$ cat config.mk
export PLATFORM = sky130hd
export DESIGN_NAME = line_fifo_reader
export DESIGN_NICKNAME = d
export VERILOG_FILES = /design/src/rtl/line_fifo_reader.sv
export SDC_FILE = /design/constraint.sdc
export NUM_CORES = 1
export LEC_CHECK = 0
export CAP_MARGIN = 40
export CORE_MARGIN = 10
export CORE_UTILIZATION = 39
export CTS_CLUSTER_DIAMETER = 200
export DETAILED_ROUTE_END_ITERATION = 12
export GPL_TIMING_DRIVEN = 0
export PLACE_DENSITY_LB_ADDON = 0.25
export REMOVE_ABC_BUFFERS = 1
export SLEW_MARGIN = 15
export SYNTH_ARGS = -nofsm -noshare
export SYNTH_HDL_FRONTEND = slang
export SYNTH_SLANG_ARGS = --single-unit
$ cat constraint.sdc
create_clock -name i_clk -period 3.4 [get_ports i_clk]
set_input_delay 0.34 -clock i_clk [delete_from_list [all_inputs] [get_ports i_clk]]
set_output_delay 0.34 -clock i_clk [all_outputs]
set_load 0.05 [all_outputs]
$ cat src/rtl/line_fifo_reader.sv
// Line-buffer window reader: each pass streams KERNEL_ROWS lines, then retires STRIDE lines.
// Define LINE_FIFO_READER_OVERRUN_CHECK_EN to flag writes into a full buffer on o_overrun.

module line_fifo_reader #(
  parameter int unsigned DATA_WIDTH     = 144,
  parameter int unsigned ADDR_WIDTH     = 11,
  parameter int unsigned WORDS_PER_LINE = 57,
  parameter int unsigned NUM_LINES      = 15,
  parameter int unsigned KERNEL_ROWS    = 11,
  parameter int unsigned STRIDE         = 4,
  parameter int unsigned RD_LATENCY     = 2
) (
  input  logic                  i_clk,
  input  logic                  i_reset_n,
  input  logic                  i_start,
  input  logic [7:0]            i_out_rows,
  input  logic                  i_line_written,
  input  logic                  i_mlp_ready,
  output logic                  o_rd_en,
  output logic [ADDR_WIDTH-1:0] o_rd_addr,
  input  logic [DATA_WIDTH-1:0] i_rd_data,
  output logic [DATA_WIDTH-1:0] o_data,
  output logic                  o_valid,
  output logic [3:0]            o_row_idx,
  output logic                  o_last_word,
  output logic                  o_last_row,
  output logic                  o_space_avail,
  output logic                  o_image_done,
  output logic                  o_overrun
);

  localparam int unsigned DEPTH   = WORDS_PER_LINE * NUM_LINES;
  localparam int unsigned ADVANCE = (STRIDE * WORDS_PER_LINE) % DEPTH;
  localparam int unsigned AW1     = ADDR_WIDTH + 1;
  localparam int unsigned WCW     = $clog2(WORDS_PER_LINE);
  localparam int unsigned LAW     = $clog2(NUM_LINES + 1);

  typedef enum logic [2:0] {IDLE, WAIT, READ, RETIRE, DONE} state_t;

  state_t                state, state_next;
  logic [LAW-1:0]        lines_avail, lines_next;
  logic [ADDR_WIDTH-1:0] base_addr, rd_addr, addr_next, base_next;
  logic [AW1-1:0]        addr_sum, base_sum;
  logic [WCW-1:0]        word_cnt;
  logic [3:0]            row_cnt;
  logic [7:0]            pass_cnt, out_rows;
  logic                  rd_en, image_done, space_avail;
  logic                  last_word_c, last_row_c, retire_c, accept_c;

  logic                  pipe_valid [RD_LATENCY];
  logic [3:0]            pipe_row   [RD_LATENCY];
  logic                  pipe_lw    [RD_LATENCY];
  logic                  pipe_lr    [RD_LATENCY];

  assign last_word_c = (word_cnt == WCW'(WORDS_PER_LINE - 1));
  assign last_row_c  = (row_cnt == 4'(KERNEL_ROWS - 1));
  assign retire_c    = (state == RETIRE);
  assign accept_c    = i_line_written && (lines_avail < LAW'(NUM_LINES));

  // Modulo-DEPTH address steps by compare-and-subtract
  always_comb begin
    addr_sum  = {1'b0, rd_addr} + AW1'(1);
    base_sum  = {1'b0, base_addr} + AW1'(ADVANCE);
    addr_next = (addr_sum >= AW1'(DEPTH)) ? ADDR_WIDTH'(addr_sum - AW1'(DEPTH))
                                          : ADDR_WIDTH'(addr_sum);
    base_next = (base_sum >= AW1'(DEPTH)) ? ADDR_WIDTH'(base_sum - AW1'(DEPTH))
                                          : ADDR_WIDTH'(base_sum);
  end

  // Occupancy: saturating write count, minus STRIDE on retire
  always_comb begin
    lines_next = lines_avail;
    if (accept_c) lines_next = lines_next + LAW'(1);
    if (retire_c) lines_next = lines_next - LAW'(STRIDE);
  end

  always_ff @(posedge i_clk) begin
    if (!i_reset_n) state <= IDLE;
    else            state <= state_next;
  end

  always_comb begin
    state_next = state;
    case (state)
      IDLE:   state_next = IDLE;
      WAIT: begin
        if (out_rows == 8'd0)
          state_next = DONE;
        else if ((lines_avail >= LAW'(KERNEL_ROWS)) && i_mlp_ready)
          state_next = READ;
      end
      READ:   if (last_word_c && last_row_c) state_next = RETIRE;
      RETIRE: state_next = (({1'b0, pass_cnt} + 9'd1) == {1'b0, out_rows}) ? DONE : WAIT;
      DONE:   state_next = IDLE;
      default: state_next = IDLE;
    endcase
    if (i_start) state_next = WAIT;
  end

  always_ff @(posedge i_clk) begin
    if (!i_reset_n) begin
      lines_avail <= '0;
      base_addr   <= '0;
      rd_addr     <= '0;
      word_cnt    <= '0;
      row_cnt     <= '0;
      pass_cnt    <= '0;
      out_rows    <= '0;
      rd_en       <= 1'b0;
      image_done  <= 1'b0;
      space_avail <= 1'b1;
    end else if (i_start) begin
      lines_avail <= '0;
      base_addr   <= '0;
      rd_addr     <= '0;
      word_cnt    <= '0;
      row_cnt     <= '0;
      pass_cnt    <= '0;
      out_rows    <= i_out_rows;
      rd_en       <= 1'b0;
      image_done  <= 1'b0;
      space_avail <= 1'b1;
    end else begin
      lines_avail <= lines_next;
      space_avail <= (lines_next < LAW'(NUM_LINES));
      rd_en       <= (state_next == READ);
      image_done  <= (state_next == DONE);
      if (state == WAIT && state_next == READ) begin
        rd_addr  <= base_addr;
        word_cnt <= '0;
        row_cnt  <= '0;
      end else if (state == READ) begin
        rd_addr <= addr_next;
        if (last_word_c) begin
          word_cnt <= '0;
          row_cnt  <= row_cnt + 4'd1;
        end else begin
          word_cnt <= word_cnt + WCW'(1);
        end
      end
      if (retire_c) begin
        base_addr <= base_next;
        pass_cnt  <= pass_cnt + 8'd1;
      end
    end
  end

  // Sideband shift pipeline matching the buffer read latency; i_start flushes it
  always_ff @(posedge i_clk) begin
    if (!i_reset_n || i_start) begin
      for (int unsigned i = 0; i < RD_LATENCY; i++) begin
        pipe_valid[i] <= 1'b0;
        pipe_row[i]   <= '0;
        pipe_lw[i]    <= 1'b0;
        pipe_lr[i]    <= 1'b0;
      end
    end else begin
      pipe_valid[0] <= rd_en;
      pipe_row[0]   <= rd_en ? row_cnt : 4'd0;
      pipe_lw[0]    <= rd_en && last_word_c;
      pipe_lr[0]    <= rd_en && last_row_c;
      for (int unsigned i = 1; i < RD_LATENCY; i++) begin
        pipe_valid[i] <= pipe_valid[i-1];
        pipe_row[i]   <= pipe_row[i-1];
        pipe_lw[i]    <= pipe_lw[i-1];
        pipe_lr[i]    <= pipe_lr[i-1];
      end
    end
  end

`ifdef LINE_FIFO_READER_OVERRUN_CHECK_EN
  logic overrun;

  always_ff @(posedge i_clk) begin
    if (!i_reset_n || i_start)
      overrun <= 1'b0;
    else if (i_line_written && (lines_avail == LAW'(NUM_LINES)))
      overrun <= 1'b1;
  end

  assign o_overrun = overrun;
`else
  assign o_overrun = 1'b0;
`endif

  assign o_rd_en       = rd_en;
  assign o_rd_addr     = rd_addr;
  assign o_data        = i_rd_data;
  assign o_valid       = pipe_valid[RD_LATENCY-1];
  assign o_row_idx     = pipe_row[RD_LATENCY-1];
  assign o_last_word   = pipe_lw[RD_LATENCY-1];
  assign o_last_row    = pipe_lr[RD_LATENCY-1];
  assign o_space_avail = space_avail;
  assign o_image_done  = image_done;

endmodule

# After elaboration in Yosys (flattened, before gate mapping)

Memory sizes are Yosys's and may differ from the RTL's.
Index checks and enable logic that the tools add are counted.

Bits in registers: 58
Memory bits (writable): 14
Input bits: 157
Output and inout bits: 166
Logic and storage cells: 85
Memories kept: 4

Memory list:

| name       | depth | width | read ports | clocked after Yosys merged registers in | wr ports | RTL line | source |
|---|---|---|---|---|---|---|---|
| pipe_row   | 2     | 4     | 2          | 0                                       | 2        | 51       | `logic [3:0] pipe_row [RD_LATENCY];` |
| pipe_lr    | 2     | 1     | 2          | 0                                       | 2        | 53       | `logic pipe_lr [RD_LATENCY];` |
| pipe_lw    | 2     | 1     | 2          | 0                                       | 2        | 52       | `logic pipe_lw [RD_LATENCY];` |
| pipe_valid | 2     | 1     | 2          | 0                                       | 2        | 50       | `logic pipe_valid [RD_LATENCY];` |

Add/sub/neg operators: 10
Magnitude comparators: 5
Equal/unequal tests: 8
Multiplexer cells: 25
Bitwise operators: 9
Reductions and logical operators: 13

Operators by type and width:

| operator                                                            | number |
|---|---|
| 2-to-1 mux 11 bit                                                   | 4 |
| greater-or-equal comparator 12 x 10 -> 1 bit, second input constant | 2 |
| subtractor 11 x 10 -> 11 bit, second input constant                 | 2 |
| 2-to-1 mux 4 bit                                                    | 5 |
| 2-to-1 mux 3 bit                                                    | 5 |
| adder 11 x 1 -> 12 bit, second input constant                       | 1 |
| adder 11 x 8 -> 12 bit, second input constant                       | 1 |
| adder 8 x 1 -> 9 bit, second input constant                         | 1 |
| equality test 3 x 2 -> 1 bit, second input constant                 | 3 |
| equality test 9 x 8 -> 1 bit                                        | 1 |
| 2-to-1 mux 1 bit                                                    | 9 |
| case mux 3 bit (3 select lines)                                     | 1 |
| adder 4 x 1 -> 4 bit, second input constant                         | 2 |
| adder 8 x 1 -> 8 bit, second input constant                         | 1 |
| zero test 8 bit                                                     | 1 |
| < comparator 4 bit, second input constant                           | 2 |
| OR 1 bit                                                            | 8 |
| adder 6 x 1 -> 6 bit, second input constant                         | 1 |
| equality test 6 bit, second input constant                          | 1 |
| logical AND 1 bit                                                   | 6 |
| 2-to-1 mux 6 bit                                                    | 1 |
| equality test 4 bit, second input constant                          | 1 |
| greater-or-equal comparator 4 bit, second input constant            | 1 |
| subtractor 4 x 3 -> 4 bit, second input constant                    | 1 |
| 9 further kinds                                                     | 9 |

# Longest topological paths before layout

Gate-level depths: netlist of the first run.

Depth after elaboration: 9
Depth in mapped cells: 12
Gate-level depth less buffers: 10

# Least setup slack after synthesis of the first run

No wires, ideal clock.

Kind: register -> register
Start: register rd_addr[1], in the netlist o_rd_addr[1]
End: register rd_addr[3], in the netlist o_rd_addr[3]
Library setup time: 132 ps
Arrival time: 2726 ps
Required time: 3268 ps
Path slack: 542 ps
Cell stages (with the launch flop): 12
Clock period less this slack: 2858 ps
Cell sequence: dfxtp_1 -> ha_1 -> clkbuf_1 -> a211oi_1 -> a311oi_2 -> nor4_4 -> a211oi_2 -> buf_6 -> nor3_2 -> a311oi_2 -> mux2i_1 -> a21oi_1

Longest elaborated chain between the ends: 5
Elaborated cells between the ends (all ways): 6
Those cells by class: add/sub: 2; order compare: 1; mux: 3

Ends and longest elaborated chain:

| item                                                                                         | RTL line | source |
|---|---|---|
| from (decl)                                                                                  | 42       | `logic [ADDR_WIDTH-1:0] base_addr, rd_addr, addr_next, base_next;` |
| from (signal assigned)                                                                       | 129      | `rd_addr <= base_addr;` |
| from (signal assigned)                                                                       | 133      | `rd_addr <= addr_next;` |
| adder 11 x 1 -> 12 bit *                                                                     | 62       | `addr_sum = {1'b0, rd_addr} + AW1'(1);` |
| subtractor 11 x 10 -> 11 bit or greater-or-equal comparator 12 x 10 -> 1 bit (tied branches) | 64       | `addr_next = (addr_sum >= AW1'(DEPTH)) ? ADDR_WIDTH'(addr_sum - AW1'(DEPTH))` |
| 2-to-1 mux 11 bit *                                                                          | 64       |  |
| 2-to-1 mux 11 bit *                                                                          | 132      | `end else if (state == READ) begin` |
| 2-to-1 mux 11 bit *                                                                          | 128      | `if (state == WAIT && state_next == READ) begin` |

Every way passes the cells marked *; elsewhere a longest branch is shown, timed or not. The select of a mux whose other input is x is not followed.
A chain may end at the register's enable or synchronous reset.

# Worst setup path after layout of the first run

Same ends and word-level chain as after synthesis.

==> run summary, run 1 <==
fin crit share = 92.0%
Yosys reg bits = 72
status = completed
synthesized area per cell = 7.89 um^2
final setup fails = 0
Multi-input gate area = 0.00286 mm^2
f_max = 320 MHz
drt drc = 0
dpl hpwl = 31.1 mm
Pleak = 1.74 nW
min Tclk post-route = 3.13 ns
clock-pin slew on the worst setup and hold paths = 0.06 ns
Sink Count = 72
Synth area leader = dfxtp_1
Final Core Density = 37.4%
DRT iter0 DRCs = 355
antenna violations before repair = 0
synthesized instance count = 714
first-pass GRT wire length = 44.6 mm
largest net degree at the start of global routing = 32
post-route cell area = 0.00526 mm^2
die area = 0.0197 mm^2
Relative slew margins = 43.1%
number of flops mapped to enable cells by yosys = 0
Async SR Flop Fraction = 0%
Placed Cells incl. Taps = 742
post-route non-filler standard cell count = 758
arrival time at the worst endpoint = 3.31 ns
RSZ-0062 raised after global routing = false
CTS Buffer Depth = 2
Antenna Diode Count = 0
pwr/cell area = 378 mW/mm^2
initial core utilization = 40.1%
First-pass DRT Iterations = 6
routability-driven placement congestion ratio = 1.20
post-route ant nets = 0
worst slew pin tran = 0.849 ns
share of cells above drive strength 1 = 6.40%
yosys warns = 0
setup TNS = 0 ns
Main synth FF type = dfxtp_1
DRT Wirelength = 35.0 mm
Critical Path End Type = flip-flop
GRT Total Usage = 33.7%
sequential fraction of the synthesis area = 25.6%
row cnt = 43
DP Area = 0.00491 mm^2
Final Hold Vio Count = 0
Vias/cell = 6.30
VDD IR max = 272 uV
Synth Cell Area = 0.00563 mm^2
storage element area = 0.00144 mm^2
H-tree Lvls = 3
Crit Path Category = reg2reg
Die W = 140 um
DIE HEIGHT = 140 um
CTS tree = done
routed length per instance = 46.1 um
gr ovfl total = 0
# port buffers = 33
CP Launch Type = flip-flop
Syn-to-layout area delta = -6.69%
pre-CTS setup slack = -0.184 ns
Yosys top cell area share = 25.6%
Final Max Slew Viols = 0
root buf cell = clkbuf_16
Core Box Area = 0.0140 mm^2
most frequent cell after synthesis = buf_4
most area-consuming cells after synthesis = dfxtp_1, buf_4, xnor2_1
HP Class = reg2reg
FILL cells = 1,449
required time of the critical path = 3.59 ns
vias in the first global route = 4,293
crit path max fanout = 11
final worst slack = 0.273 ns
Max Clock Skew = 0.00397 ns
# IOs = 323
TritonCTS Buffers = 9
library cells used by synthesis = 68
clock latency on the worst-skew pair = 0.33 ns
total of max-cap violations = 0
vias = 4,776
Synth top cells by count = buf_4, dfxtp_1, nand2_1, a21oi_1, nor2_1
# nets final = 741
per-stage QoR:
step	hold slack, ns	total power [W]
floorplan	0.406	0.000916
global placement	0.422	0.000946
detailed placement	0.414	0.000949
CTS	0.440	0.00200
global route	0.465	0.00204
finish	0.433	0.00198
sequential cells by signal, summed over array words and instances, names as in the netlist:
register       count
row_cnt            4
pipe_lw            2
lines_avail        4
base_addr         11
o_rd_addr         11
pipe_lr            2
out_rows           8
pass_cnt           8
o_image_done       1
pipe_valid         2
o_space_avail      1
word_cnt           6
o_rd_en            1
pipe_row           8
state              3
power by group:
group,internal (W),leakage [nW],switching [W]
combinational,0.0000333,1.00,0.0000367
sequential,0.000851,0.582,0.00000904
clock,0.000667,0.159,0.000388
total,0.00155,1.74,0.000433
critical path, stage by stage, from the launching register on:
cell      delay (ns)
dfxtp_1         0.66
ha_1            0.37
a211oi_1        0.13
a311oi_2        0.38
nor4_4          0.11
a211oi_4        0.55
o311ai_1        0.19
a311oi_2        0.24
mux2i_1         0.25
a21oi_1         0.09
layout make-up:
cell class	count	area share, %
Multi-Input combinational cell	439	54.4
Sequential cell	72	27.4
Timing Repair Buffer	34	6.43
Clock buffer	10	4.55
Tap cell	180	4.28
Clock inverter	6	1.71
Inverter	17	1.21
layer usage:
layer | track usage [%] | part of all wire [%]
met2 | 51.3 | 44
met4 | 26.3 | 9.3
met1 | 19.2 | 21
met3 | 41.6 | 25
met5 | 14.4 | 1.0
cell families (layout without fill, tap and decap cells):
family                   Yosys count  in the layout  share of synthesized area (%)
other                              1              1                         0.0666
AND/OR/NAND/NOR                  222            222                           20.7
XOR/XNOR                          44             44                           6.84
AO/OA/AOI/OAI                    145            145                           17.1
multiplexers                      16             16                           3.11
buffers and inverters            203             67                           24.1
adder cells (fa/ha/maj)           11             11                           2.44
flip-flops                        72             72                           25.6
placed cells by master, fill, tap and decap left out, drive strengths merged, types with 3 or more instances in the layout:
cell type	netlist	layout
and2	15	15
nor2b	14	14
and3	12	12
a21o	4	4
nand3b	5	5
a211oi	9	9
ha	11	11
nand2b	4	4
clkdlybuf4s50	0	33
xnor2	27	27
nand4	8	8
a311oi	5	5
o21ai	34	34
nor4	9	9
nor3	21	21
nand2	48	48
nor3b	3	3
a221oi	3	3
dfxtp	72	72
xor2	17	17
a22oi	6	6
nor2	47	47
inv	17	19
o31ai	5	5
or3	9	9
mux2i	14	14
a31oi	11	11
a21oi	47	47
clkbuf	23	10
nand3	18	18
timing repair:
| action | CTS | global route |
|---|---|---|
| hold buffers | 0 | 0 |
| setup endpoints to repair | 1 | 2 |
| setup buffers | 0 | 0 |
| gates resized for setup | 1 | 2 |
| pin swaps | 0 | 0 |
worst paths after layout:
check | depth (start not counted) | slack (ns) | to | start
worst max-delay path | 9 | 0.27 | o_rd_addr[3]$_SDFFE_PP0P_ | o_rd_addr[1]$_SDFFE_PP0P_
worst min-delay path | 1 | 0.43 | pipe_lr[0][1]$_SDFF_PP0_ | pipe_lr[0][0]$_SDFF_PP0_
worst max register to register | 9 | 0.27 | o_rd_addr[3]$_SDFFE_PP0P_ | o_rd_addr[1]$_SDFFE_PP0P_
worst min register to register | 1 | 0.43 | pipe_lr[0][1]$_SDFF_PP0_ | pipe_lr[0][0]$_SDFF_PP0_
(Power assumes the default switching activity.)
==> run 2, diff against run 1 <==
--- a/config.mk
+++ b/config.mk
@@ -14,3 +14,2 @@
 export PLACE_DENSITY_LB_ADDON = 0.25
-export REMOVE_ABC_BUFFERS = 1
 export SLEW_MARGIN = 15
@@ -19 +18,2 @@
 export SYNTH_SLANG_ARGS = --single-unit
+export TNS_END_PERCENT = 50
--- a/constraint.sdc
+++ b/constraint.sdc
@@ -3,2 +3,2 @@
 set_output_delay 0.34 -clock i_clk [all_outputs]
-set_load 0.05 [all_outputs]
+set_load 0.005 [all_outputs]
==> run summary, run 2 (same netlist as run 1, synthesis figures left out) <==
Clock power frac = 46.1%
# port buffers = 177
die area = 0.0197 mm^2
Relative slew margins = 53.5%
Crit Path Category = reg2reg
clock-pin slew on the worst setup and hold paths = 0.07 ns
CTS Buffer Depth = 2
f_max = 327 MHz
pre-CTS setup slack = 0.378 ns
Antenna Diode Count = 0
ordered list of cells on the worst path = ha_1 -> clkbuf_1 -> a211oi_1 -> a311oi_2 -> nor4_4 -> a211oi_2 -> buf_6 -> nor3_2 -> a311oi_2 -> mux2i_1 -> a21oi_1
GRT Total Usage = 15.8%
status = completed
reg2reg end = o_rd_addr[3]$_SDFFE_PP0P_
post-route cell area = 0.00796 mm^2
vias in the first global route = 5,225
pwr/cell area = 290 mW/mm^2
gr ovfl total = 0
leading cell type in the layout, fill and taps excluded = clkdlybuf4s50_1
final setup fails = 0
share of cells above drive strength 1 = 21.5%
Sink Count = 72
Pleak = 3.13 nW
row cnt = 43
RR Startpoint = o_rd_addr[1]$_SDFFE_PP0P_
initial core utilization = 40.1%
vias = 5,368
HP Class = reg2reg
First-pass DRT Iterations = 5
worst slew pin tran = 0.697 ns
Placed Cells incl. Taps = 1,071
P_sw = 0.000519 W
antenna violations before repair = 0
Critical Path End Type = flip-flop
Final Hold Vio Count = 0
Synth Net Count = 882
drt drc = 0
commonest non-fill, non-tap cells in the layout = clkdlybuf4s50_1, buf_4, dfxtp_1, nand2_1
largest net degree at the start of global routing = 16
Worst Reg-to-Reg Cells = 11
routability-driven placement congestion ratio = 0.902
TritonCTS Buffers = 9
min Tclk post-route = 3.06 ns
first-pass GRT wire length = 26.8 mm
crit path max fanout = 11
H-tree Lvls = 3
# nets final = 1,070
share of total power in combinational logic = 16.7%
VDD IR max = 228 uV
number of setup buffers added after CTS = 0
DIE HEIGHT = 140 um
DRT iter0 DRCs = 424
required time of the critical path = 3.59 ns
sw frac = 22.5%
CP peak stage delay = 0.60 ns
post-route non-filler standard cell count = 1,087
WP buf/inv = 2
Vias/cell = 4.94
WHS Endpoint = pipe_row[0][5]$_SDFF_PP0_
worst min-delay path startpoint = pipe_row[0][1]$_SDFF_PP0_
CP Launch Type = flip-flop
Core Box Area = 0.0140 mm^2
dpl hpwl = 13.6 mm
total of max-cap violations = 0
P_int = 0.00179 W
# resized after CTS = 0
Final Core Density = 56.7%
hold buffer count at CTS = 0
clock latency on the worst-skew pair = 0.34 ns
DP Area = 0.00763 mm^2
Die W = 140 um
Reg power frac = 37.2%
arrival time at the worst endpoint = 3.25 ns
crit path max-delay cell type = dfxtp_1
Max Clock Skew = 0.0111 ns
RSZ-0062 raised after global routing = false
Final Max Slew Viols = 0
routed length per instance = 15.5 um
Most Frequent Cell on Critical Path = a311oi_2
# IOs = 323
CTS tree = done
Syn-to-layout area delta = 41.4%
r2r setup slk = 0.34 ns
post-route ant nets = 0
fin crit share = 89.9%
setup TNS = 0 ns
DRT Wirelength = 16.8 mm
Min-Delay Path Depth = 1
root buf cell = clkbuf_16
final worst slack = 0.342 ns
top cell family by delay on the critical path = compound AO/OA/AOI/OAI gates
[run 2: worst max path at each step]
stage | from | to | slack (ns) | cells past startpoint
after floorplan | o_rd_addr[1]$_SDFFE_PP0P_ | o_rd_addr[3]$_SDFFE_PP0P_ | 0.90 | 11
after CTS | o_rd_addr[1]$_SDFFE_PP0P_ | o_rd_addr[3]$_SDFFE_PP0P_ | 0.37 | 11
after detailed placement | o_rd_addr[1]$_SDFFE_PP0P_ | o_rd_addr[3]$_SDFFE_PP0P_ | 0.38 | 11
after global placement | o_rd_addr[1]$_SDFFE_PP0P_ | o_rd_addr[3]$_SDFFE_PP0P_ | 0.37 | 11
after global routing | o_rd_addr[1]$_SDFFE_PP0P_ | o_rd_addr[3]$_SDFFE_PP0P_ | 0.17 | 11
final | o_rd_addr[1]$_SDFFE_PP0P_ | o_rd_addr[3]$_SDFFE_PP0P_ | 0.34 | 11
[run 2: area by class of cell]
cell class | count | area, um^2
fill | 1290 | 6080
tap | 180 | 225
multi-input combinational | 439 | 2830
timing repair buffer | 177 | 1770
clock buffer | 9 | 225
sequential | 72 | 1440
inverter | 17 | 63.8
buffer | 186 | 1300
clock inverter | 7 | 109
[run 2: power by group through the flow]
stage	combinational (W)	sequential [W]	clock, W
after floorplan	0.000180	0.000876	0
after global placement	0.000390	0.000878	0
after detailed placement	0.000392	0.000879	0
after CTS	0.000393	0.000859	0.00108
after global routing	0.000415	0.000860	0.00112
final	0.000386	0.000860	0.00107
[run 2: layer usage]
metal | share of wire [%] | global-route usage (%)
met1 | 40 | 17.7
met5 | 0 | 0
met4 | 0.67 | 2.77
met3 | 11 | 7.57
met2 | 49 | 26.9
[run 2: metrics by stage]
stage               hold WS [ns]  total power [W]
detailed placement         0.411          0.00127
global placement           0.409          0.00127
finish                     0.419          0.00231
floorplan                  0.406          0.00106
CTS                        0.422          0.00233
global route               0.448          0.00239
==> run 3, diff against run 2 <==
- CORE_UTILIZATION: 39 -> 35
- clock period: 3.4 -> 2.8 ns (I/O delays scaled with it)
==> run summary, run 3 (same netlist as run 1, synthesis figures left out) <==
status = completed
crit path max-delay cell type = dfxtp_2
root buf cell = clkbuf_16
crit path max fanout = 11
DRT iter0 DRCs = 300
Min-Delay Path Depth = 1
leading cell type in the layout, fill and taps excluded = clkdlybuf4s50_1
total of max-cap violations = 0
DP Area = 0.00767 mm^2
first-pass GRT wire length = 27.2 mm
# port buffers = 177
clock latency on the worst-skew pair = 0.35 ns
largest net degree at the start of global routing = 15
post-route ant nets = 0
CP peak stage delay = 0.48 ns
Sink Count = 72
ordered list of cells on the worst path = ha_2 -> buf_2 -> nor3b_1 -> o21ai_0 -> a31o_2 -> a221oi_1 -> o21ai_0 -> xnor2_1 -> nand2_1 -> a21oi_1
fin crit share = 94.9%
worst slew pin tran = 0.686 ns
GRT Total Usage = 15.0%
pwr/cell area = 335 mW/mm^2
Synth Net Count = 882
# nets final = 1,072
share of cells above drive strength 1 = 22.9%
gr ovfl total = 0
min Tclk post-route = 2.66 ns
row cnt = 46
CTS tree = done
final worst slack = 0.143 ns
routability-driven placement congestion ratio = 0.924
setup TNS = 0 ns
WHS Endpoint = pipe_valid[0][1]$_SDFF_PP0_
Die W = 147 um
post-route cell area = 0.00804 mm^2
Antenna Diode Count = 0
WP buf/inv = 1
antenna violations before repair = 0
required time of the critical path = 3.08 ns
RR Startpoint = o_rd_addr[1]$_SDFFE_PP0P_
VDD IR max = 260 uV
vias = 5,392
dpl hpwl = 14.0 mm
final setup fails = 0
Worst Reg-to-Reg Cells = 10
clock-pin slew on the worst setup and hold paths = 0.06 ns
initial core utilization = 35.6%
DRT Wirelength = 17.3 mm
r2r setup slk = 0.14 ns
CP Launch Type = flip-flop
hold buffer count at CTS = 0
Final Max Slew Viols = 0
arrival time at the worst endpoint = 2.93 ns
Crit Path Category = reg2reg
Core Box Area = 0.0158 mm^2
Syn-to-layout area delta = 42.6%
commonest non-fill, non-tap cells in the layout = clkdlybuf4s50_1, buf_4, dfxtp_1, nand2_1
RSZ-0062 raised after global routing = true
CTS Buffer Depth = 2
top cell family by delay on the critical path = compound AO/OA/AOI/OAI gates
Critical Path End Type = flip-flop
Final Hold Vio Count = 0
worst min-delay path startpoint = pipe_valid[0][0]$_SDFF_PP0_
reg2reg end = o_rd_addr[9]$_SDFFE_PP0P_
pre-CTS setup slack = -0.288 ns
Max Clock Skew = 0.00597 ns
drt drc = 0
vias in the first global route = 5,311
f_max = 376 MHz
# IOs = 323
TritonCTS Buffers = 9
HP Class = reg2reg
die area = 0.0216 mm^2
First-pass DRT Iterations = 7
DIE HEIGHT = 147 um
Pleak = 3.13 nW
H-tree Lvls = 3
routed length per instance = 15.4 um
Vias/cell = 4.79
Relative slew margins = 54.3%
Most Frequent Cell on Critical Path = o21ai_0
-- run 3: cell type report --
type | count | area (um^2)
flip-flops and latches | 72 | 1440
clock buffers | 9 | 225
well taps | 216 | 270
inverters | 17 | 63.8
plain buffers | 185 | 1290
multi-input cells | 439 | 2860
repair buffers | 180 | 1790
clock inverters | 7 | 78.8
fillers | 1557 | 7790
-- run 3: layer usage --
layer	GRT usage, %	vias to the layer above	part of all wire, %
met5	0	-	0
met4	3.50	0	0.99
met3	6.23	16	10
met2	26.0	233	49
met1	16.6	2437	40
li1	-	2706	-
-- run 3: worst max-delay path by stage --
stage	startpoint	to	slack, ns	cells past startpoint
after floorplan	o_rd_addr[1]$_SDFFE_PP0P_	o_rd_addr[3]$_SDFFE_PP0P_	0.30	11
after global placement	o_rd_addr[1]$_SDFFE_PP0P_	o_rd_addr[3]$_SDFFE_PP0P_	-0.25	11
after detailed placement	o_rd_addr[1]$_SDFFE_PP0P_	o_rd_addr[3]$_SDFFE_PP0P_	-0.29	11
after CTS	base_addr[2]$_SDFFE_PP0P_	base_addr[9]$_SDFFE_PP0P_	0.01	10
after global routing	o_rd_addr[1]$_SDFFE_PP0P_	o_rd_addr[9]$_SDFFE_PP0P_	-0.07	10
final	o_rd_addr[1]$_SDFFE_PP0P_	o_rd_addr[9]$_SDFFE_PP0P_	0.14	10
-- run 3: worst reg2reg max path, stage by stage (launching register included) --
cell and delay, ns:
dfxtp_2 0.48, ha_2 0.36, buf_2 0.27, nor3b_1 0.21, o21ai_0 0.10, a31o_2 0.28, a221oi_1 0.35, o21ai_0 0.16
xnor2_1 0.15, nand2_1 0.07, a21oi_1 0.15
-- run 3: power breakdown --
group | leakage [nW] | internal [W] | switching (W) | total, W
clock network | 0.150 | 0.000699 | 0.000483 | 0.00118
registers | 0.583 | 0.00103 | 0.0000104 | 0.00104
logic | 2.39 | 0.000341 | 0.000129 | 0.000470
total | 3.13 | 0.00207 | 0.000622 | 0.00270
-- run 3: stage by stage --
step	utilization (%)	power, W	hold WS (ns)	std cells
2_1_floorplan	-	0.00128	0.406	714
3_3_place_gp	48.5	0.00154	0.409	1107
3_5_place_dp	48.5	0.00154	0.411	1107
4_1_cts	50.5	0.00272	0.421	1122
5_1_grt	50.8	0.00279	0.444	1125
6_report	50.8	0.00270	0.419	1125
-- run 3: what timing repair did --
action,4_1_cts,5_1_grt
gates resized for setup,4,8
pin swaps,0,3
buffers inserted,0,3
setup endpoints to repair,10,15
hold endpoints to repair,0,0
